[src/rtl/alu_sequencer.sv]
// alu_sequencer: control stage in front of the 8-bit ALU. Owns the A/B operand
// registers, turns one accepted request into ALU strobes, bus enables and
// flag-capture edges, and writes the ALU result bus back into A.
module alu_sequencer (
  input  logic       clk,
  input  logic       reset,
  output logic       resetBar,
  input  logic       req_valid,
  output logic       req_ready,
  input  logic [2:0] req_op,
  input  logic [7:0] req_data,
  output logic [7:0] areg,
  output logic [7:0] breg,
  output logic       doSubtract,
  output logic       doCarryIn,
  output logic       doShiftIn,
  output logic       assertBarE,
  output logic       assertBarS,
  output logic       triggerC,
  output logic       triggerS,
  input  logic [7:0] dbus,
  input  logic       aIsZero,
  input  logic       flagCarry,
  input  logic       flagShift,
  output logic       done,
  output logic       zero
);

  localparam int unsigned DATA_W = 8;
  localparam int unsigned OP_W   = 3;

  localparam logic [OP_W-1:0] OP_LDA = 3'd0;
  localparam logic [OP_W-1:0] OP_ADD = 3'd1;
  localparam logic [OP_W-1:0] OP_ADC = 3'd2;
  localparam logic [OP_W-1:0] OP_SUB = 3'd3;
  localparam logic [OP_W-1:0] OP_SBC = 3'd4;
  localparam logic [OP_W-1:0] OP_LSR = 3'd5;
  localparam logic [OP_W-1:0] OP_ROR = 3'd6;
  localparam logic [OP_W-1:0] OP_NOP = 3'd7;

  typedef enum logic [1:0] {
    ST_IDLE = 2'd0,
    ST_EXEC = 2'd1,
    ST_FLAG = 2'd2
  } state_e;

  state_e            state_q, state_d;
  logic [OP_W-1:0]   op_q, op_d;
  logic [DATA_W-1:0] a_q, a_d;
  logic [DATA_W-1:0] b_q, b_d;
  logic [DATA_W-1:0] res_q, res_d;

  logic accept;
  logic arith_d;
  logic shift_d;
  logic long_op;
  logic active_d;

  logic ready_q, ready_d;
  logic sub_q, sub_d;
  logic cin_q, cin_d;
  logic shin_q, shin_d;
  logic bar_e_q, bar_e_d;
  logic bar_s_q, bar_s_d;
  logic trig_c_q, trig_c_d;
  logic trig_s_q, trig_s_d;
  logic done_q, done_d;
  logic rstb_q;

  // ALU flags are consumed by the ALU datapath itself; sequencing does not need them.
  logic unused_status;
  assign unused_status = flagCarry ^ flagShift;

  // Request decode; op_d is the op that owns the block from the next cycle on.
  assign accept  = req_valid & ready_q;
  assign op_d    = accept ? req_op : op_q;
  assign arith_d = (op_d == OP_ADD) | (op_d == OP_ADC) | (op_d == OP_SUB) | (op_d == OP_SBC);
  assign shift_d = (op_d == OP_LSR) | (op_d == OP_ROR);
  assign long_op = arith_d | shift_d;

  // State register.
  always_ff @(posedge clk) begin
    if (reset) begin
      state_q <= ST_IDLE;
    end else begin
      state_q <= state_d;
    end
  end

  // Next-state logic: multi-cycle ops walk IDLE -> EXEC -> FLAG -> IDLE.
  always_comb begin
    state_d = state_q;
    unique case (state_q)
      ST_IDLE: if (accept && long_op) state_d = ST_EXEC;
      ST_EXEC: state_d = ST_FLAG;
      ST_FLAG: state_d = ST_IDLE;
      default: state_d = ST_IDLE;
    endcase
  end

  // Output decode from the upcoming state so every strobe is a flop output.
  always_comb begin
    active_d = (state_d == ST_EXEC) | (state_d == ST_FLAG);
    ready_d  = (state_d == ST_IDLE);
    sub_d    = active_d & ((op_d == OP_SUB) | (op_d == OP_SBC));
    cin_d    = active_d & ((op_d == OP_ADC) | (op_d == OP_SBC));
    shin_d   = active_d & (op_d == OP_ROR);
    bar_e_d  = ~(active_d & arith_d);
    bar_s_d  = ~(active_d & shift_d);
    trig_c_d = (state_d == ST_FLAG) & arith_d;
    trig_s_d = (state_d == ST_FLAG) & shift_d;
    done_d   = (state_q == ST_FLAG) | (accept & ~long_op);
  end

  // Registered control outputs; reset forces the idle/safe values.
  always_ff @(posedge clk) begin
    if (reset) begin
      ready_q  <= 1'b1;
      sub_q    <= 1'b0;
      cin_q    <= 1'b0;
      shin_q   <= 1'b0;
      bar_e_q  <= 1'b1;
      bar_s_q  <= 1'b1;
      trig_c_q <= 1'b0;
      trig_s_q <= 1'b0;
      done_q   <= 1'b0;
      rstb_q   <= 1'b0;
    end else begin
      ready_q  <= ready_d;
      sub_q    <= sub_d;
      cin_q    <= cin_d;
      shin_q   <= shin_d;
      bar_e_q  <= bar_e_d;
      bar_s_q  <= bar_s_d;
      trig_c_q <= trig_c_d;
      trig_s_q <= trig_s_d;
      done_q   <= done_d;
      rstb_q   <= 1'b1;
    end
  end

  // Operand/result next values; A takes the captured result only at the end of FLAG,
  // so the flag flops see the old A when the trigger rises.
  always_comb begin
    a_d   = a_q;
    b_d   = b_q;
    res_d = res_q;
    if (accept && (req_op == OP_LDA)) a_d = req_data;
    if (accept && arith_d)            b_d = req_data;
    if (state_q == ST_EXEC)           res_d = dbus;
    if (state_q == ST_FLAG)           a_d = res_q;
  end

  // Operand, result and op registers.
  always_ff @(posedge clk) begin
    if (reset) begin
      a_q   <= '0;
      b_q   <= '0;
      res_q <= '0;
      op_q  <= OP_NOP;
    end else begin
      a_q   <= a_d;
      b_q   <= b_d;
      res_q <= res_d;
      op_q  <= op_d;
    end
  end

  assign resetBar   = rstb_q;
  assign req_ready  = ready_q;
  assign areg       = a_q;
  assign breg       = b_q;
  assign doSubtract = sub_q;
  assign doCarryIn  = cin_q;
  assign doShiftIn  = shin_q;
  assign assertBarE = bar_e_q;
  assign assertBarS = bar_s_q;
  assign triggerC   = trig_c_q;
  assign triggerS   = trig_s_q;
  assign done       = done_q;
  // Zero status is only meaningful on the completion pulse.
  assign zero       = done_q & aIsZero;

endmodule

[config.mk]
export PLATFORM = sky130hd
export DESIGN_NAME = alu_sequencer
export DESIGN_NICKNAME = d
export VERILOG_FILES = /design/src/rtl/alu_sequencer.sv
export SDC_FILE = /design/constraint.sdc
export NUM_CORES = 1
export LEC_CHECK = 0
export CAP_MARGIN = 30
export CORE_MARGIN = 4
export CORE_UTILIZATION = 50
export DETAILED_ROUTE_END_ITERATION = 7
export HOLD_SLACK_MARGIN = 0.03
export PLACE_DENSITY = 0.91
export SYNTH_ARGS = -nofsm -noshare
export SYNTH_HDL_FRONTEND = slang
export SYNTH_SLANG_ARGS = --single-unit
[constraint.sdc]
create_clock -name clk -period 5 [get_ports clk]
set_clock_uncertainty 0.05 [all_clocks]
set_input_delay 0.75 -clock clk [delete_from_list [all_inputs] [get_ports clk]]
set_output_delay 0.75 -clock clk [all_outputs]
set_load 0.02 [all_outputs]
==> results of run 1 <==
[final cells by class]
class / count / share of cell area [%]
repair buffers: 49 / 22.3
inverters: 10 / 1.70
well taps: 44 / 2.50
clock buffers: 7 / 2.04
flip-flops and latches: 39 / 35.4
clock inverters: 1 / 0.227
multi-input cells: 128 / 35.8
[power by group through the flow]
stage,Combinational (W),Sequential (W),Clock [W]
floorplan,0.0000796,0.000364,0
global placement,0.000147,0.000350,0
detailed placement,0.000150,0.000352,0
CTS,0.000151,0.000344,0.000155
global route,0.000164,0.000347,0.000169
finish,0.000151,0.000345,0.000151
[per-layer routing]
| layer | wire (um) | part of all wire [%] | up-vias |
|---|---|---|---|
| li1 | - | - | 791 |
| met1 | 1850 | 44 | 775 |
| met2 | 1990 | 47 | 69 |
| met3 | 310 | 7.3 | 9 |
| met4 | 81 | 1.9 | 0 |
| met5 | 0 | 0 | - |
[path summary, 6_finish.rpt]
kind	end	slack (ns)	cells past startpoint
hold reg to reg	res_q[6]$_SDFFE_PP0P_	0.41	2
setup / recovery	doShiftIn$_SDFF_PP0_	2.16	8
setup reg to reg	doShiftIn$_SDFF_PP0_	2.70	7
hold / removal	res_q[6]$_SDFFE_PP0P_	0.41	2
[cells in the mapped netlist, drive strengths merged, types with 2 or more instances]
| master | instances | area [um^2] |
|---|---|---|
| a31oi | 8 | 50.1 |
| a31o | 8 | 70.1 |
| o211ai | 4 | 30.0 |
| buf | 10 | 73.8 |
| dfxtp | 39 | 781 |
| nand3 | 13 | 65.1 |
| and3 | 4 | 25.0 |
| o21ai | 19 | 95.1 |
| nand2 | 22 | 82.6 |
| nor3 | 3 | 15.0 |
| nand2b | 3 | 18.8 |
| a311oi | 8 | 70.1 |
| nand4b | 2 | 17.5 |
| clkbuf | 8 | 30.0 |
| nor2b | 2 | 12.5 |
| inv | 10 | 37.5 |
| nor2 | 2 | 7.51 |
| and2 | 3 | 18.8 |
| a21bo | 2 | 20.0 |
| a21oi | 10 | 50.1 |
| a211o | 4 | 35.0 |
[critical path, stage by stage]
cell             delay (ns)
clkdlybuf4s50_1        0.70
nand2_1                0.29
nor3_1                 0.29
o211ai_1               0.14
ha_1                   0.31
nor2b_1                0.28
nand3_1                0.14
nor3_1                 0.15
[sequential cells by signal (all words and copies together) (netlist names)]
signal	flops
req_ready	1
res_q	8
resetBar	1
doShiftIn	1
triggerC	1
assertBarE	1
op_q	3
done	1
areg	8
doCarryIn	1
triggerS	1
doSubtract	1
state_q	2
assertBarS	1
breg	8
[kinds of logic after synthesis]
group | count (synthesis)
AOI/OAI and AO/OA | 69
adders and majority gates | 1
buffers and inverters | 28
DFF | 39
muxes | 1
and+or+nand+nor | 57
[through the flow]
stage | instances | util (%) | hold slack (ns) | total power (W) | setup slack, ns
global route | 278 | 69.9 | 0.426 | 0.000680 | 1.98
global placement | 270 | 68.3 | 0.389 | 0.000497 | 1.92
floorplan | 195 | - | 0.383 | 0.000444 | 2.69
CTS | 278 | 69.9 | 0.410 | 0.000650 | 2.22
detailed placement | 270 | 68.3 | 0.395 | 0.000501 | 1.90
finish | 278 | 69.9 | 0.407 | 0.000647 | 2.16
==> impl_metrics.json, run 1 <==
{
  "crit_path_max_fanout": 12,
  "die_x_um": 66.5,
  "setup_viol": 0,
  "peakVddDrop_v": 0.000245,
  "grt_pass1_wl_um": 6600,
  "first_pass_iters": 5,
  "r2r-start": "req_ready$_SDFF_PP1_",
  "htree_levels": 2,
  "hold_buffers": 0,
  "slew_viol_final": 0,
  "leakage_nw": 0.767,
  "grt.met1_usage_pct": 27.7,
  "post_cts_buffers": 0,
  "gr-usage-met3_pct": 4.05,
  "hold_path.class": "reg -> reg",
  "seqCellArea_um2": 781,
  "globalplace.congestion": 0.800,
  "track_usage_pct": 19.5,
  "wl_um": 4230,
  "pwr-share-seq_pct": 53.2,
  "synthFlopType": "dfxtp_1",
  "initial_core_util_pct": 54.3,
  "drt_iter0_drc": 195,
  "use_met2_pct": 28.6,
  "clkTransAtPathRegs_ns": 0.10,
  "layout-drive-gt1-share_pct": 4.70,
  "layout.cells.most_common": "clkdlybuf4s50_1",
  "synth_compound_area_share_pct": 28.1,
  "worst_pin_slew_ns": 0.842,
  "antenna_left": 0,
  "wl_per_cell_um": 15.2,
  "rows": 20,
  "grt_max_degree": 23,
  "max_clock_freq_mhz": 352,
  "grt_overflow": 0,
  "cts-resized-gates": 0,
  "syn_inst": 195,
  "layout_common_cells": "clkdlybuf4s50_1, dfxtp_1, nand2_1",
  "netlist_area_um2": 1710,
  "fill_cells": 277,
  "p_int_w": 0.000455,
  "multi_input_area_um2": 790,
  "tns_ns": 0,
  "max_cap_viol_count": 0,
  "die_area_um2": 4420,
  "post-route-period-util_pct": 56.9,
  "muxShareOfSynthArea_pct": 0.658,
  "syn_area_per_cell_um2": 8.78,
  "grt_pass1_vias": 1329,
  "yosys.area_share.adder_pct": 0.731,
  "vias": 1644,
  "cts_inserted_buffers": 5,
  "synth-seq-cells": 39,
  "synth-simple-area-share_pct": 16.7,
  "cp.arrival_ns": 3.06,
  "start_kind": "input port",
  "cts_tree": "done",
  "clock_latency_ns": 0.33,
  "clock_power_share_pct": 23.4,
  "run_status": "finished clean",
  "synth_top_family_by_area": "compound AO/OA/AOI/OAI gates",
  "yosysSeqAreaShare_pct": 45.6,
  "finish.net_count": 259,
  "pwr-share-comb_pct": 23.4,
  "design_area_um2": 2200,
  "dpl_cell_area_um2": 2150,
  "swShare_pct": 29.7,
  "cts_num_sinks": 39,
  "critPathCaptureType": "flip-flop",
  "crit_start": "req_valid",
  "cp.required_ns": 5.21,
  "die_y_um": 66.5,
  "synthXorXnorAreaFrac_pct": 0,
  "synth_warnings": 0,
  "core_area_um2": 3150,
  "powerDensity_nw_per_um2": 294,
  "busiest_layer": "met2",
  "synth_nets": 221,
  "synthArstFlopShare_pct": 0,
  "synth_edf_count": 0,
  "antenna_cells": 0,
  "crit_type": "in -> reg",
  "synthToLayoutAreaGrowth_pct": 28.7,
  "synth_cell_types": 35,
  "antenna_found_initial": 0,
  "rsz0062_at_grt": "false",
  "clockRootBuffer": "clkbuf_4",
  "hp-start": "res_q[6]$_SDFFE_PP0P_",
  "drc": 0,
  "switchingPower_w": 0.000192,
  "clock_path_buffers": 2,
  "hold_viol": 0,
  "period_minus_slack_ns": 2.84,
  "port_buffers": 49,
  "dp_hpwl_um": 2940,
  "vias_per_cell": 5.91,
  "ioPinCount": 52,
  "max_slew_margin_pct": 43.7
}
Note: power is estimated with default switching activity, not from simulation.
==> run 2: changes to the inputs <==
--- a/config.mk
+++ b/config.mk
@@ -7,10 +7,10 @@
 export LEC_CHECK = 0
 export CAP_MARGIN = 30
 export CORE_MARGIN = 4
-export CORE_UTILIZATION = 50
+export CORE_UTILIZATION = 42
 export DETAILED_ROUTE_END_ITERATION = 7
 export HOLD_SLACK_MARGIN = 0.03
-export PLACE_DENSITY = 0.91
+export PLACE_DENSITY = 0.82
 export SYNTH_ARGS = -nofsm -noshare
 export SYNTH_HDL_FRONTEND = slang
 export SYNTH_SLANG_ARGS = --single-unit
==> constraint.sdc (replaced) <==
create_clock -name clk -period 2.5 [get_ports clk]
set_clock_uncertainty 0.05 [all_clocks]
set_input_delay 0.375 -clock clk [delete_from_list [all_inputs] [get_ports clk]]
set_output_delay 0.375 -clock clk [all_outputs]
set_load 0.02 [all_outputs]
==> impl_metrics.json, run 2 (same netlist as run 1, synthesis figures left out) <==
{
  "run_status": "finished clean",
  "max_slew_margin_pct": 55.4,
  "layout_common_cells": "clkdlybuf4s50_1, dfxtp_1, nand2_1",
  "crit_path_max_fanout": 10,
  "grt_overflow": 0,
  "cts_num_sinks": 39,
  "critPathCaptureType": "flip-flop",
  "leakage_nw": 0.856,
  "clock_latency_ns": 0.29,
  "core_area_um2": 3800,
  "antenna_found_initial": 0,
  "hold_viol": 0,
  "layout.cells.most_common": "clkdlybuf4s50_1",
  "cts_inserted_buffers": 5,
  "grt_pass1_wl_um": 7130,
  "cp.required_ns": 2.66,
  "period_minus_slack_ns": 2.23,
  "powerDensity_nw_per_um2": 605,
  "grt.met1_usage_pct": 24.3,
  "dp_slack_ns": 0.00230,
  "synthToLayoutAreaGrowth_pct": 38.1,
  "crit_type": "in -> reg",
  "peakVddDrop_v": 0.000381,
  "track_usage_pct": 17.5,
  "cts-resized-gates": 0,
  "design_area_um2": 2360,
  "die_x_um": 71.8,
  "switchingPower_w": 0.000411,
  "tns_ns": 0,
  "fin_ws_ns": 0.272,
  "cts_tree": "done",
  "busiest_layer": "met2",
  "htree_levels": 2,
  "rsz0062_at_grt": "false",
  "vias_per_cell": 5.45,
  "hold_buffers": 0,
  "gr-usage-met3_pct": 4.91,
  "vias": 1625,
  "swShare_pct": 28.7,
  "clock_path_buffers": 2,
  "clock_power_share_pct": 28.7,
  "start_kind": "input port",
  "ioPinCount": 52,
  "die_y_um": 71.8,
  "clkTransAtPathRegs_ns": 0.07,
  "globalplace.congestion": 0.802,
  "fill_cells": 348,
  "port_buffers": 49,
  "dpl_cell_area_um2": 2280,
  "drc": 0,
  "wl_per_cell_um": 14.3,
  "max_cap_viol_count": 0,
  "dp_hpwl_um": 3060,
  "grt_max_degree": 23,
  "die_area_um2": 5160,
  "rows": 22,
  "p_int_w": 0.00102,
  "grt_pass1_vias": 1477,
  "cp.arrival_ns": 2.39,
  "pwr-share-comb_pct": 23.1,
  "first_pass_iters": 4,
  "slew_viol_final": 0,
  "antenna_left": 0,
  "hold_path.class": "reg -> reg",
  "use_met2_pct": 26.5,
  "finish.net_count": 275,
  "post-route-period-util_pct": 89.1,
  "post_cts_buffers": 0,
  "pwr-share-seq_pct": 48.2,
  "antenna_cells": 0,
  "max_clock_freq_mhz": 449,
  "layout-drive-gt1-share_pct": 11.2,
  "drt_iter0_drc": 120,
  "initial_core_util_pct": 45.1,
  "wl_um": 4260,
  "clockRootBuffer": "clkbuf_8",
  "worst_pin_slew_ns": 0.668,
  "setup_viol": 0
}
-- run 2: cell count changes in the layout (fill, tap and decap cells not counted) --
cell,previous run,this run
clkbuf_8,0,5
clkinvlp_4,0,1
clkbuf_4,5,0
buf_4,0,16
clkbuf_1,2,1
-- run 2: critical path: stages --
cell and delay, ns:
clkdlybuf4s50_1 0.64, nor4bb_1 0.37, o211ai_1 0.19, o211ai_1 0.13, ha_1 0.16, nor2b_1 0.26, nand3_1 0.14, nor3_1 0.13
-- run 2: metal layers --
metal / part of all wire [%] / vias up
met5: 0 / -
met4: 1.2 / 0
met3: 5.0 / 6
met2: 46 / 45
met1: 48 / 756
li1: - / 818
-- run 2: power by group through the flow --
stage | clock [W] | sequential (W) | combinational [W]
after floorplan | 0 | 0.000728 | 0.000159
after global placement | 0 | 0.000702 | 0.000323
after detailed placement | 0 | 0.000702 | 0.000327
after CTS | 0.000420 | 0.000688 | 0.000330
after global routing | 0.000446 | 0.000695 | 0.000362
final | 0.000411 | 0.000689 | 0.000330
-- run 2: worst paths after layout --
| path | start | endpoint | slack [ns] | depth (start not counted) |
|---|---|---|---|---|
| max | req_valid | doShiftIn$_SDFF_PP0_ | 0.27 | 8 |
| min reg2reg | res_q[2]$_SDFFE_PP0P_ | res_q[2]$_SDFFE_PP0P_ | 0.40 | 2 |
| max reg2reg | req_ready$_SDFF_PP1_ | doShiftIn$_SDFF_PP0_ | 0.37 | 7 |
| min | res_q[2]$_SDFFE_PP0P_ | res_q[2]$_SDFFE_PP0P_ | 0.40 | 2 |
-- run 2: area by class of cell --
class	instances	area, um^2	area share [%]
clock inverters	2	12.5	0.529
repair buffers	65	611	25.8
clock buffers	6	72.6	3.07
inverters	10	37.5	1.59
multi-input cells	128	790	33.4
flip-flops and latches	39	781	33.0
well taps	48	60.1	2.54
-- run 2: per-stage QoR --
step	hold slack [ns]	instances	total power, W	utilization, %
floorplan	0.383	195	0.000888	-
global placement	0.390	290	0.00103	60.0
detailed placement	0.396	290	0.00103	60.0
CTS	0.407	298	0.00144	62.2
global route	0.433	298	0.00150	62.2
finish	0.403	298	0.00143	62.2
==> run 3: changes to the inputs <==
--- a/config.mk
+++ b/config.mk
@@ -9,8 +9,10 @@
 export CORE_MARGIN = 4
 export CORE_UTILIZATION = 42
 export DETAILED_ROUTE_END_ITERATION = 7
+export GPL_ROUTABILITY_DRIVEN = 0
 export HOLD_SLACK_MARGIN = 0.03
 export PLACE_DENSITY = 0.82
 export SYNTH_ARGS = -nofsm -noshare
 export SYNTH_HDL_FRONTEND = slang
 export SYNTH_SLANG_ARGS = --single-unit
+export TNS_END_PERCENT = 10
==> results of run 3 <==
No change in the layout: final DEF, timing and power equal those of run 2.
